`src/rtl/ysyx_23060203_icache_pkg.sv`:
```
// Shared types and AXI encodings for the set-associative instruction cache.
// Optional feature macro used by the top: YSYX_ICACHE_PERF_EN.
package ysyx_23060203_icache_pkg;

    typedef enum logic [2:0] {
        IDLE = 3'b001,
        REQ  = 3'b010,
        RESP = 3'b100
    } state_t;

    localparam logic [1:0] BURST_FIXED = 2'b00;
    localparam logic [1:0] BURST_INCR  = 2'b01;
    localparam logic [1:0] BURST_WRAP  = 2'b10;
    localparam logic [2:0] SIZE_4B     = 3'b010;
    localparam logic [1:0] RESP_OKAY   = 2'b00;

endpackage

```
`src/rtl/ysyx_23060203_icache_repl.sv`:
```
// Victim selection for the instruction cache: the lowest-index invalid way
// wins, otherwise the per-set round-robin pointer names the victim.
module ysyx_23060203_icache_repl
    import ysyx_23060203_icache_pkg::*;
#(
    parameter int WAYS    = 2,
    parameter int INDEX_W = 2,
    parameter int WAY_W   = 1
) (
    input  logic               clock,
    input  logic               reset,
    input  logic [WAYS-1:0]    valid_vec,
    input  logic [INDEX_W-1:0] index,
    input  logic               advance,
    output logic [WAY_W-1:0]   victim,
    output logic               from_rr
);

    localparam int SETS = 1 << INDEX_W;

    logic [WAY_W-1:0] rr_ptr [SETS];

    // Round-robin pointer per set, stepping modulo WAYS when a pointer-chosen victim is filled.
    always_ff @(posedge clock) begin
        if (!reset) begin
            for (int s = 0; s < SETS; s++) begin
                rr_ptr[s] <= '0;
            end
        end else if (advance) begin
            rr_ptr[index] <= (rr_ptr[index] == WAY_W'(WAYS - 1)) ? '0 : rr_ptr[index] + 1'b1;
        end
    end

    // Scan downward so the lowest-index invalid way is the last (winning) assignment.
    always_comb begin
        victim  = rr_ptr[index];
        from_rr = 1'b1;
        for (int w = WAYS - 1; w >= 0; w--) begin
            if (!valid_vec[w]) begin
                victim  = WAY_W'(w);
                from_rr = 1'b0;
            end
        end
    end

endmodule

```
`src/rtl/ysyx_23060203_icache_sa.sv`:
```
// Set-associative instruction cache between the IFU and an AXI read port.
// Combinational lookup; a miss issues one critical-word-first WRAP burst that
// refills a victim way. fence.i during a refill prevents the in-flight line
// from being validated; bad responses or beat counts pulse mem_err.
// Optional: define YSYX_ICACHE_PERF_EN to add saturating perf_hit/perf_miss.
module ysyx_23060203_icache_sa
    import ysyx_23060203_icache_pkg::*;
#(
    parameter int OFFSET_W   = 4,
    parameter int INDEX_W    = 2,
    parameter int WAYS       = 2,
    parameter int TAG_W      = 32 - OFFSET_W - INDEX_W,
    parameter int LINE_WORDS = 1 << (OFFSET_W - 2)
) (
    input  logic        clock,
    input  logic        reset,
    input  logic        fencei,
    input  logic        req_valid,
    input  logic [31:0] addr,
    output logic        hit,
    output logic [31:0] inst,
    output logic        mem_err,
`ifdef YSYX_ICACHE_PERF_EN
    output logic [31:0] perf_hit,
    output logic [31:0] perf_miss,
`endif
    output logic        arvalid,
    input  logic        arready,
    output logic [31:0] araddr,
    output logic [3:0]  arid,
    output logic [7:0]  arlen,
    output logic [2:0]  arsize,
    output logic [1:0]  arburst,
    input  logic        rvalid,
    output logic        rready,
    input  logic [31:0] rdata,
    input  logic [1:0]  rresp,
    input  logic        rlast
);

    localparam int SETS  = 1 << INDEX_W;
    localparam int PTR_W = (OFFSET_W > 2) ? OFFSET_W - 2 : 1;
    localparam int WAY_W = (WAYS > 1) ? $clog2(WAYS) : 1;
    localparam int CNT_W = OFFSET_W;

    // Storage: only the valid bits carry a reset.
    logic              valid_q  [WAYS][SETS];
    logic [TAG_W-1:0]  tag_mem  [WAYS][SETS];
    logic [31:0]       data_mem [WAYS][SETS][LINE_WORDS];

    state_t            state_q, state_d;
    logic [31:0]       req_addr_q;
    logic [WAY_W-1:0]  victim_q;
    logic              victim_rr_q;
    logic [PTR_W-1:0]  ptr_q;
    logic [CNT_W-1:0]  beat_cnt_q;
    logic              err_q;
    logic              kill_q;
    logic              mem_err_q;

    // Address fields of the live fetch and of the latched miss.
    logic [TAG_W-1:0]   look_tag, req_tag;
    logic [INDEX_W-1:0] look_idx, req_idx, repl_idx;
    logic [PTR_W-1:0]   look_off, req_off;

    assign look_tag = addr[31 -: TAG_W];
    assign look_idx = INDEX_W'(addr >> OFFSET_W);
    assign look_off = PTR_W'((addr >> 2) & 32'(LINE_WORDS - 1));
    assign req_tag  = req_addr_q[31 -: TAG_W];
    assign req_idx  = INDEX_W'(req_addr_q >> OFFSET_W);
    assign req_off  = PTR_W'((req_addr_q >> 2) & 32'(LINE_WORDS - 1));

    logic [WAYS-1:0]  match;
    logic [31:0]      hit_word;
    logic [WAYS-1:0]  valid_vec;
    logic [WAY_W-1:0] victim;
    logic             victim_rr;

    logic             miss_start, ar_fire, beat_done, last_beat;
    logic [CNT_W-1:0] cnt_next;
    logic [PTR_W-1:0] ptr_next;
    logic             err_next, kill_next, fill_ok, fill_bad;

    // Tag compare on every way; the matching way's word is OR-merged (at most one matches).
    always_comb begin
        match    = '0;
        hit_word = '0;
        for (int w = 0; w < WAYS; w++) begin
            if (valid_q[w][look_idx] && (tag_mem[w][look_idx] == look_tag)) begin
                match[w] = 1'b1;
                hit_word = hit_word | data_mem[w][look_idx][look_off];
            end
        end
    end

    assign hit  = (state_q == IDLE) && (|match);
    assign inst = hit ? hit_word : '0;

    // Victim choice looks at the fetch set while idle and the refill set afterwards.
    assign repl_idx = (state_q == IDLE) ? look_idx : req_idx;

    // Valid vector of the set the replacement logic is looking at.
    always_comb begin
        valid_vec = '0;
        for (int w = 0; w < WAYS; w++) begin
            valid_vec[w] = valid_q[w][repl_idx];
        end
    end

    ysyx_23060203_icache_repl #(
        .WAYS    (WAYS),
        .INDEX_W (INDEX_W),
        .WAY_W   (WAY_W)
    ) u_repl (
        .clock     (clock),
        .reset     (reset),
        .valid_vec (valid_vec),
        .index     (repl_idx),
        .advance   (last_beat && victim_rr_q),
        .victim    (victim),
        .from_rr   (victim_rr)
    );

    assign miss_start = (state_q == IDLE) && req_valid && !hit;
    assign ar_fire    = arvalid && arready;
    assign beat_done  = (state_q == RESP) && rvalid;
    assign last_beat  = beat_done && rlast;

    // Beat counter saturates so an over-long burst can never alias to a good count.
    assign cnt_next  = (beat_cnt_q == '1) ? beat_cnt_q : beat_cnt_q + 1'b1;
    assign ptr_next  = (ptr_q == PTR_W'(LINE_WORDS - 1)) ? '0 : ptr_q + 1'b1;
    assign err_next  = err_q || (rresp != RESP_OKAY);
    assign kill_next = kill_q || fencei;
    assign fill_ok   = last_beat && !err_next && !kill_next && (cnt_next == CNT_W'(LINE_WORDS));
    assign fill_bad  = last_beat && (err_next || (cnt_next != CNT_W'(LINE_WORDS)));

    // State register.
    always_ff @(posedge clock) begin
        if (!reset) begin
            state_q <= IDLE;
        end else begin
            state_q <= state_d;
        end
    end

    // Next-state: miss -> address phase -> data phase -> back on the last beat.
    always_comb begin
        state_d = state_q;
        case (state_q)
            IDLE:    if (miss_start) state_d = REQ;
            REQ:     if (arready)    state_d = RESP;
            RESP:    if (last_beat)  state_d = IDLE;
            default: state_d = IDLE;
        endcase
    end

    // Refill bookkeeping: victim, beat pointer/count, error and kill flags, error pulse.
    always_ff @(posedge clock) begin
        if (!reset) begin
            victim_q    <= '0;
            victim_rr_q <= 1'b0;
            ptr_q       <= '0;
            beat_cnt_q  <= '0;
            err_q       <= 1'b0;
            kill_q      <= 1'b0;
            mem_err_q   <= 1'b0;
        end else begin
            mem_err_q <= fill_bad;
            if (miss_start) begin
                victim_q    <= victim;
                victim_rr_q <= victim_rr;
                kill_q      <= 1'b0;
            end else if (state_q != IDLE) begin
                kill_q <= kill_next;
            end
            if (ar_fire) begin
                ptr_q      <= req_off;
                beat_cnt_q <= '0;
                err_q      <= 1'b0;
            end else if (beat_done) begin
                ptr_q      <= ptr_next;
                beat_cnt_q <= cnt_next;
                err_q      <= err_next;
            end
        end
    end

    // Miss address is a plain datapath latch.
    always_ff @(posedge clock) begin
        if (miss_start) begin
            req_addr_q <= addr;
        end
    end

    // Valid bits: cleared by reset/fence.i, dropped for the victim when its refill starts
    // (its data is about to be overwritten), set only on a clean, unkilled, full refill.
    always_ff @(posedge clock) begin
        if (!reset || fencei) begin
            for (int w = 0; w < WAYS; w++) begin
                for (int s = 0; s < SETS; s++) begin
                    valid_q[w][s] <= 1'b0;
                end
            end
        end else if (miss_start) begin
            valid_q[victim][look_idx] <= 1'b0;
        end else if (fill_ok) begin
            valid_q[victim_q][req_idx] <= 1'b1;
        end
    end

    // Tag and data arrays: beats land in wrap order starting at the critical word.
    always_ff @(posedge clock) begin
        if (fill_ok) begin
            tag_mem[victim_q][req_idx] <= req_tag;
        end
        if (beat_done) begin
            data_mem[victim_q][req_idx][ptr_q] <= rdata;
        end
    end

    assign arvalid = (state_q == REQ);
    assign araddr  = req_addr_q & ~32'h3;
    assign arid    = 4'd0;
    assign arlen   = 8'(LINE_WORDS - 1);
    assign arsize  = SIZE_4B;
    assign arburst = (LINE_WORDS == 1) ? BURST_INCR : BURST_WRAP;
    assign rready  = (state_q == RESP);
    assign mem_err = mem_err_q;

`ifdef YSYX_ICACHE_PERF_EN
    // Saturating hit/miss event counters.
    always_ff @(posedge clock) begin
        if (!reset) begin
            perf_hit  <= '0;
            perf_miss <= '0;
        end else begin
            if (hit && req_valid && (perf_hit != '1)) begin
                perf_hit <= perf_hit + 1'b1;
            end
            if (ar_fire && (perf_miss != '1)) begin
                perf_miss <= perf_miss + 1'b1;
            end
        end
    end
`endif

endmodule
```
`config.mk`:
```
export PLATFORM = sky130hd
export DESIGN_NAME = ysyx_23060203_icache_sa
export DESIGN_NICKNAME = d
export VERILOG_FILES = /design/src/rtl/ysyx_23060203_icache_pkg.sv /design/src/rtl/ysyx_23060203_icache_repl.sv /design/src/rtl/ysyx_23060203_icache_sa.sv
export SDC_FILE = /design/constraint.sdc
export NUM_CORES = 1
export LEC_CHECK = 0
export ABC_CLOCK_PERIOD_IN_PS = 5300
export CELL_PAD_IN_SITES_DETAIL_PLACEMENT = 2
export CELL_PAD_IN_SITES_GLOBAL_PLACEMENT = 2
export CORE_MARGIN = 2
export CORE_UTILIZATION = 35
export DETAILED_ROUTE_END_ITERATION = 6
export PLACE_DENSITY_LB_ADDON = 0.1
export SYNTH_ARGS = -nofsm -noshare
export SYNTH_HDL_FRONTEND = slang
export SYNTH_SLANG_ARGS = --single-unit
```
`constraint.sdc`:
```
create_clock -name clock -period 5.3 [get_ports clock]
set_input_delay 0.795 -clock clock [delete_from_list [all_inputs] [get_ports clock]]
set_output_delay 0.795 -clock clock [all_outputs]
set_load 0.01 [all_outputs]
```
==> flow_metrics.py, run 1 <==
metrics = {
    "run_status": {
        "status": "complete, no violations",
    },
    "detailed_routing": {
        "ant_nets": 0,
        "drt_pass1_iterations": 5,
        "postRouteWirelength_um": 140000,
        "drcViolationCount": 0,
        "detailedRoute.firstIterationViolations": 1939,
        "avgRoutedWirePerCell_um": 31.1,
        "vias": 23800,
        "vias_per_cell": 5.27,
    },
    "clock_tree": {
        "clockBufferDepth": 3,
        "cts_buffers": 146,
        "cts-htree-levels": 4,
        "clkSinkCount": 1288,
        "clock_tree.root_cell": "clkbuf_16",
        "clk_latency_ps": 780,
        "ctsHoldBuffers": 0,
        "cts.clk_slew.worst_paths_ps": 60,
        "cts_tree": "yes",
    },
    "timing": {
        "setup_viol": 0,
        "fin_crit_sh_pct": 97.1,
        "fin_crit_ps": 5140,
        "fmax_mhz": 194,
        "fin_skew_ps": 25.9,
        "slew_headroom_pct": 15.4,
        "setup_tns_ps": 0,
        "hold_ws_ps": 456,
        "worst_pin_slew_ps": 1270,
        "fin_ws_ps": 155,
        "slew_violations": 0,
        "hold_violations": 0,
        "rsz0062_at_grt": "no",
    },
    "pwr": {
        "clkPwrFrac_pct": 43.9,
        "finalPower_mw": 21.9,
        "switching_share_pct": 21.4,
        "comb_power_share_pct": 4.5,
        "p_sw_mw": 4.68,
        "intPower_mw": 17.2,
        "pwr-share-seq_pct": 51.5,
        "power_density_nw_per_um2": 369,
        "p_leak_nw": 18.6,
        "peakVddDrop_mv": 0.287,
    },
    "grt": {
        "grt_pass1_vias": 26100,
        "grt_remaining_overflow": 0,
        "grt_usage_pct": 19.3,
        "antenna_found_initial": 9,
        "grt_pass1_wl_um": 199000,
        "grt_max_degree": 110,
    },
    "synthesis": {
        "ys_async_sr_fraction_pct": 0,
        "synth_flop_cell": "edfxtp_1",
        "synth_simple_gate_area_share_pct": 2.37,
        "syn_area_um2": 50100,
        "synth_cell_type_count": 62,
        "yosys.area.top_type": "edfxtp_1",
        "syn_inst": 2215,
        "ys_ff_latch": 1288,
        "ys_seq_area_share_pct": 76.9,
        "yosys.area_share.adder_pct": 0.125,
        "synth_compound_area_share_pct": 1.25,
        "synth-edff-count": 1271,
        "synth_top_area_share_pct": 76.2,
        "synth_mux_area_share_pct": 16.9,
        "synth_xor_area_share_pct": 1.10,
        "synth_top_family_by_area": "multiplexers",
        "synth.avg_cell_area_um2": 22.6,
        "synth.area.top_cells": "edfxtp_1, mux4_2, mux2i_1, nand2b_1, xnor2_1",
        "synth_warnings": 0,
    },
    "final_layout": {
        "layout-drive-gt1-share_pct": 28.3,
        "final_area_um2": 59300,
        "final_common_cell": "edfxtp_1",
        "final_cell_mix": "edfxtp_1, mux4_2, clkbuf_16",
        "area_growth_pct": 18.5,
        "nets": 2587,
    },
    "floorplan": {
        "die-height_um": 382,
        "initial_core_util_pct": 35.3,
        "core_area_um2": 142000,
        "rows": 138,
        "dieArea_um2": 146000,
        "fp.dieW_um": 382,
        "io_pins": 158,
    },
    "worst_setup_path": {
        "worstSetupStartpointType": "register",
        "criticalPathCategory": "register to primary output",
        "cp.arrival_ps": 4350,
        "cp_max_fo": 16,
        "cp_cell_sequence": "mux4_2 > xnor2_2 > nand4_1 > a2111oi_4 > nand4_1 > or4_4 > buf_12 > nand2b_1 > a21oi_2 > buf_4 > clkdlybuf4s50_1",
        "cp_slowest_cell": "or4_4",
        "cpMostUsedCell": "nand4_1",
        "max_stage_delay_ps": 640,
        "worstPathRequired_ps": 4510,
        "endpoint_kind": "primary output",
    },
    "place": {
        "port_buffers": 136,
        "dp_hpwl_um": 74000,
        "place.gp.congestion": 0.708,
        "pre_cts_ws_ps": -214,
        "dpl-instance-area_um2": 54600,
    },
    "run": {
        "drv_cap": 0,
    },
    "hold_path": {
        "hold_path_class": "register to register",
    },
}
[cells in the mapped netlist, types with 3 or more instances]
cell type  number
a211oi_1        3
a21oi_1        44
a22oi_1         3
a31oi_1         3
a32oi_1         4
and2_1          4
buf_1          19
buf_2          20
buf_4          21
clkbuf_1       61
dfxtp_1        17
edfxtp_1     1271
ha_1            5
inv_1           8
mux2_2          3
mux2i_1        44
mux4_2        354
nand2_1        35
nand2b_1       68
nand3_1        13
nand4_1         7
nor2_1         61
nor2b_1         3
nor3_1          6
nor3b_1         5
nor4_1          5
o211ai_1        3
o21ai_0         7
o21ai_1         9
xnor2_1        44
xor2_1         19
[critical path, delay by kind of cell (launching register included)]
kind / cells / cell delay, ps
XOR/XNOR: 1 / 180
AO/OA/AOI/OAI: 2 / 430
AND/OR/NAND/NOR: 4 / 1200
buffers and inverters: 3 / 900
flip-flops: 1 / 370
multiplexers: 1 / 510
[logic make-up after synthesis]
group | Yosys count
muxes | 401
other | 2
and+or+nand+nor | 224
xor gates and xnor gates | 63
adders and majority gates | 5
buffers and inverters | 136
DFF | 1288
AOI/OAI and AO/OA | 96
[power by group through the flow]
stage | Combinational, mW | Clock (mW) | Sequential (mW)
finish | 0.990 | 9.61 | 11.3
detailed placement | 0.992 | 0 | 11.5
floorplan | 0.550 | 0 | 11.5
global placement | 0.969 | 0 | 11.5
global route | 1.07 | 10.2 | 11.3
CTS | 1.01 | 9.91 | 11.3
[metal layers]
| layer | routed length [um] | share of wire, % | GRT usage (%) | vias up |
|---|---|---|---|---|
| met2 | 68600 | 49 | 31.6 | 499 |
| met3 | 5820 | 4.2 | 3.58 | 170 |
| met5 | 34 | 0.024 | 0 | - |
| met1 | 63100 | 45 | 26.7 | 13200 |
| met4 | 2740 | 1.9 | 4.99 | 6 |
| li1 | - | - | - | 9901 |
[layout make-up]
cell class | instances | area (um^2)
fillers | 12900 | 82400
well taps | 1890 | 2360
inverters | 9 | 33.8
clock inverters | 70 | 553
flip-flops and latches | 1288 | 38500
repair buffers | 256 | 2610
diodes | 3 | 7.51
clock buffers | 195 | 3940
multi-input cells | 808 | 11300
[final timing paths]
kind | from | end | slack [ps] | depth (start not counted)
worst max-delay path | tag_mem[1][21] | inst[22] | 160 | 11
worst min-delay path | err_q | err_q | 460 | 2
worst max register to register | tag_mem[1][21] | req_addr_q[6] | 1340 | 10
worst min register to register | err_q | err_q | 460 | 2
[stage by stage]
stage / cells / util, %
2_1_floorplan: 2232 / -
3_3_place_gp: 4246 / 38.5
3_5_place_dp: 4246 / 38.5
4_1_cts: 4514 / 41.8
5_1_grt: 4516 / 41.8
6_report: 4519 / 41.9
[state kept, by name, indices dropped and copies added, names as in the netlist, 2 cells and up]
signal         count
req_addr_q        30
ptr_q              2
data_mem        1024
tag_mem          208
valid_q            8
state_q            3
u_repl.rr_ptr      4
beat_cnt_q         4
[repair_timing]
action	4_1_cts	5_1_grt
setup buffers	1	2
resized for setup	27	20
cloned	3	0
setup endpoints to repair	31	18
pin swaps	4	3
Note: power is estimated with default switching activity, not from simulation.
==> run 2: changes to the inputs <==
- SETUP_SLACK_MARGIN: not set -> 0.4
==> run 2 against run 1 <==
Worst hold slack about the same. Combinational power is essentially flat. Clock-buffer cell count is the same. Flip-flop and latch count is the same. Largest power group unchanged. Sequential power about the same. Routed wire length increased by 0.62%. Sequential share of layout area shrank 0.68 points. Fmax increased by 4.2%. Register-to-register slack worse by 230 ps. Critical endpoint is now inst[2]. Setup slack improved by 210 ps.
==> flow_metrics.py, run 2 (synthesis results as in run 1) <==
metrics = {
    "timing": {
        "setup_viol": 0,
        "setup_tns_ps": 0,
        "fin_crit_sh_pct": 93.2,
        "slew_violations": 0,
        "fmax_mhz": 202,
        "rsz0062_at_grt": "yes",
        "fin_skew_ps": 24.2,
        "fin_crit_ps": 4940,
        "hold_violations": 0,
        "slew_headroom_pct": 16.6,
        "worst_pin_slew_ps": 1250,
    },
    "worst_setup_path": {
        "cpMostUsedCell": "buf_6",
        "crit_family": "simple AND/OR/NAND/NOR gates",
        "cp_max_fo": 6,
        "worstSetupPathDepth": 13,
        "endpoint_kind": "primary output",
        "cp.arrival_ps": 4140,
        "worstSetupStartpointType": "register",
        "reg2regPathDepth": 13,
        "cp_cell_sequence": "mux4_2 > xnor2_2 > nand4_1 > a2111oi_4 > nand4_1 > or4_4 > buf_12 > buf_8 > buf_6 > nand2b_4 > a21oi_4 > buf_6 > buf_6",
        "cp_slowest_cell": "or4_4",
        "criticalPathCategory": "register to primary output",
        "max_stage_delay_ps": 700,
        "path_buf_inv": 5,
        "worstPathRequired_ps": 4510,
    },
    "clock_tree": {
        "clockBufferDepth": 3,
        "clock_tree.root_cell": "clkbuf_16",
        "cts-htree-levels": 4,
        "clkSinkCount": 1288,
        "cts_buffers": 146,
        "cts_tree": "yes",
        "clk_latency_ps": 780,
        "cts.clk_slew.worst_paths_ps": 60,
        "ctsHoldBuffers": 0,
    },
    "pwr": {
        "comb_power_share_pct": 4.6,
        "switching_share_pct": 21.5,
        "power_density_nw_per_um2": 365,
        "pwr-share-seq_pct": 51.5,
        "clkPwrFrac_pct": 43.9,
        "peakVddDrop_mv": 0.288,
        "p_sw_mw": 4.71,
        "intPower_mw": 17.2,
        "p_leak_nw": 18.9,
    },
    "floorplan": {
        "rows": 138,
        "initial_core_util_pct": 35.3,
        "fp.dieW_um": 382,
        "die-height_um": 382,
        "dieArea_um2": 146000,
        "io_pins": 158,
        "core_area_um2": 142000,
    },
    "final_layout": {
        "largest_register_ffs": 1024,
        "area_growth_pct": 19.7,
        "layoutNonFillerInstCount": 4542,
        "layout-drive-gt1-share_pct": 31.9,
        "fill_cells": 12800,
        "reg.largest.list": "data_mem (1024), tag_mem (208), req_addr_q (30)",
        "seq_area_um2": 38500,
        "nets": 2612,
        "final_common_cell": "edfxtp_1",
        "regMostFlops": "data_mem",
        "multi_input_area_um2": 11700,
        "final_cell_mix": "edfxtp_1, mux4_2, clkbuf_16",
    },
    "detailed_routing": {
        "vias": 24000,
        "postRouteWirelength_um": 141000,
        "drcViolationCount": 0,
        "vias_per_cell": 5.27,
        "avgRoutedWirePerCell_um": 31.1,
        "ant_nets": 0,
        "drt_pass1_iterations": 5,
        "detailedRoute.firstIterationViolations": 1969,
    },
    "grt": {
        "grt_max_degree": 110,
        "antenna_found_initial": 7,
        "grt_pass1_vias": 26200,
        "grt_usage_pct": 19.4,
        "grt_remaining_overflow": 0,
        "grt_pass1_wl_um": 200000,
    },
    "place": {
        "port_buffers": 136,
        "dp_hpwl_um": 74000,
        "place.gp.congestion": 0.708,
        "place_inst": 4246,
    },
    "hold_path": {
        "hold_path_class": "register to register",
        "whs_path_depth": 2,
    },
    "run": {
        "drv_cap": 0,
    },
    "run_status": {
        "status": "complete, no violations",
    },
}
run 2: cell types whose count changed in the layout (fill, tap and decap cells not counted), sizes merged:
cell / change
buf: +49
clkbuf: +2
dlymetal6s2s: -12
dlygate4sd2: -8
diode: -2
bufbuf: -1
clkdlybuf4s50: -5
run 2: worst min-delay path: cells and delay by family, from the launching register on:
kind | cells | cell delay, ps
AO/OA/AOI/OAI | 1 | 50
flip-flops | 1 | 310
buffers and inverters | 1 | 50
run 2: metal layers:
layer / wire length [um] / vias to the layer above / GRT usage [%]
li1: - / 9950 / -
met4: 2580 / 4 / 4.71
met2: 69000 / 562 / 31.8
met5: 21 / - / 0
met3: 5670 / 168 / 3.42
met1: 64000 / 13300 / 27.1
run 2: power by group through the flow:
| stage | clock network [mW] | registers [mW] | logic [mW] |
|---|---|---|---|
| finish | 9.62 | 11.3 | 1.02 |
| global route | 10.2 | 11.3 | 1.09 |
| CTS | 9.91 | 11.3 | 1.02 |
| detailed placement | 0 | 11.5 | 0.992 |
| global placement | 0 | 11.5 | 0.969 |
| floorplan | 0 | 11.5 | 0.550 |
run 2: final timing paths:
kind	start	endpoint	slack, ps
setup / recovery	tag_mem[1][20]	inst[2]	360
hold / removal	err_q	err_q	460
setup reg to reg	tag_mem[1][20]	req_addr_q[8]	1110
hold reg to reg	err_q	err_q	460
run 2: metrics by stage:
stage               util (%)  cell area, um^2  hold WS (ps)  total power [mW]  worst slack (ps)
finish                  42.3            60000           456              21.9               361
detailed placement      38.5            54600           448              12.5              -214
global route            42.3            60000           492              22.6               212
global placement        38.5            54600           439              12.4              -158
CTS                     42.1            59600           458              22.2               127
floorplan                  -            50100           426              12.0              1030
run 2: final cells by class:
type	instances	area share [%]
diodes	1	0.00417
repair buffers	281	4.82
multi-input cells	808	19.5
flip-flops and latches	1288	64.2
clock buffers	195	6.58
well taps	1890	3.94
clock inverters	70	0.922
inverters	9	0.0563
run 2: repair_timing:
item | in CTS | in global routing
pin swaps | 23 | 31
setup endpoints to repair | 33 | 33
cloned | 4 | 1
gates resized for setup | 181 | 79
setup buffers | 19 | 6
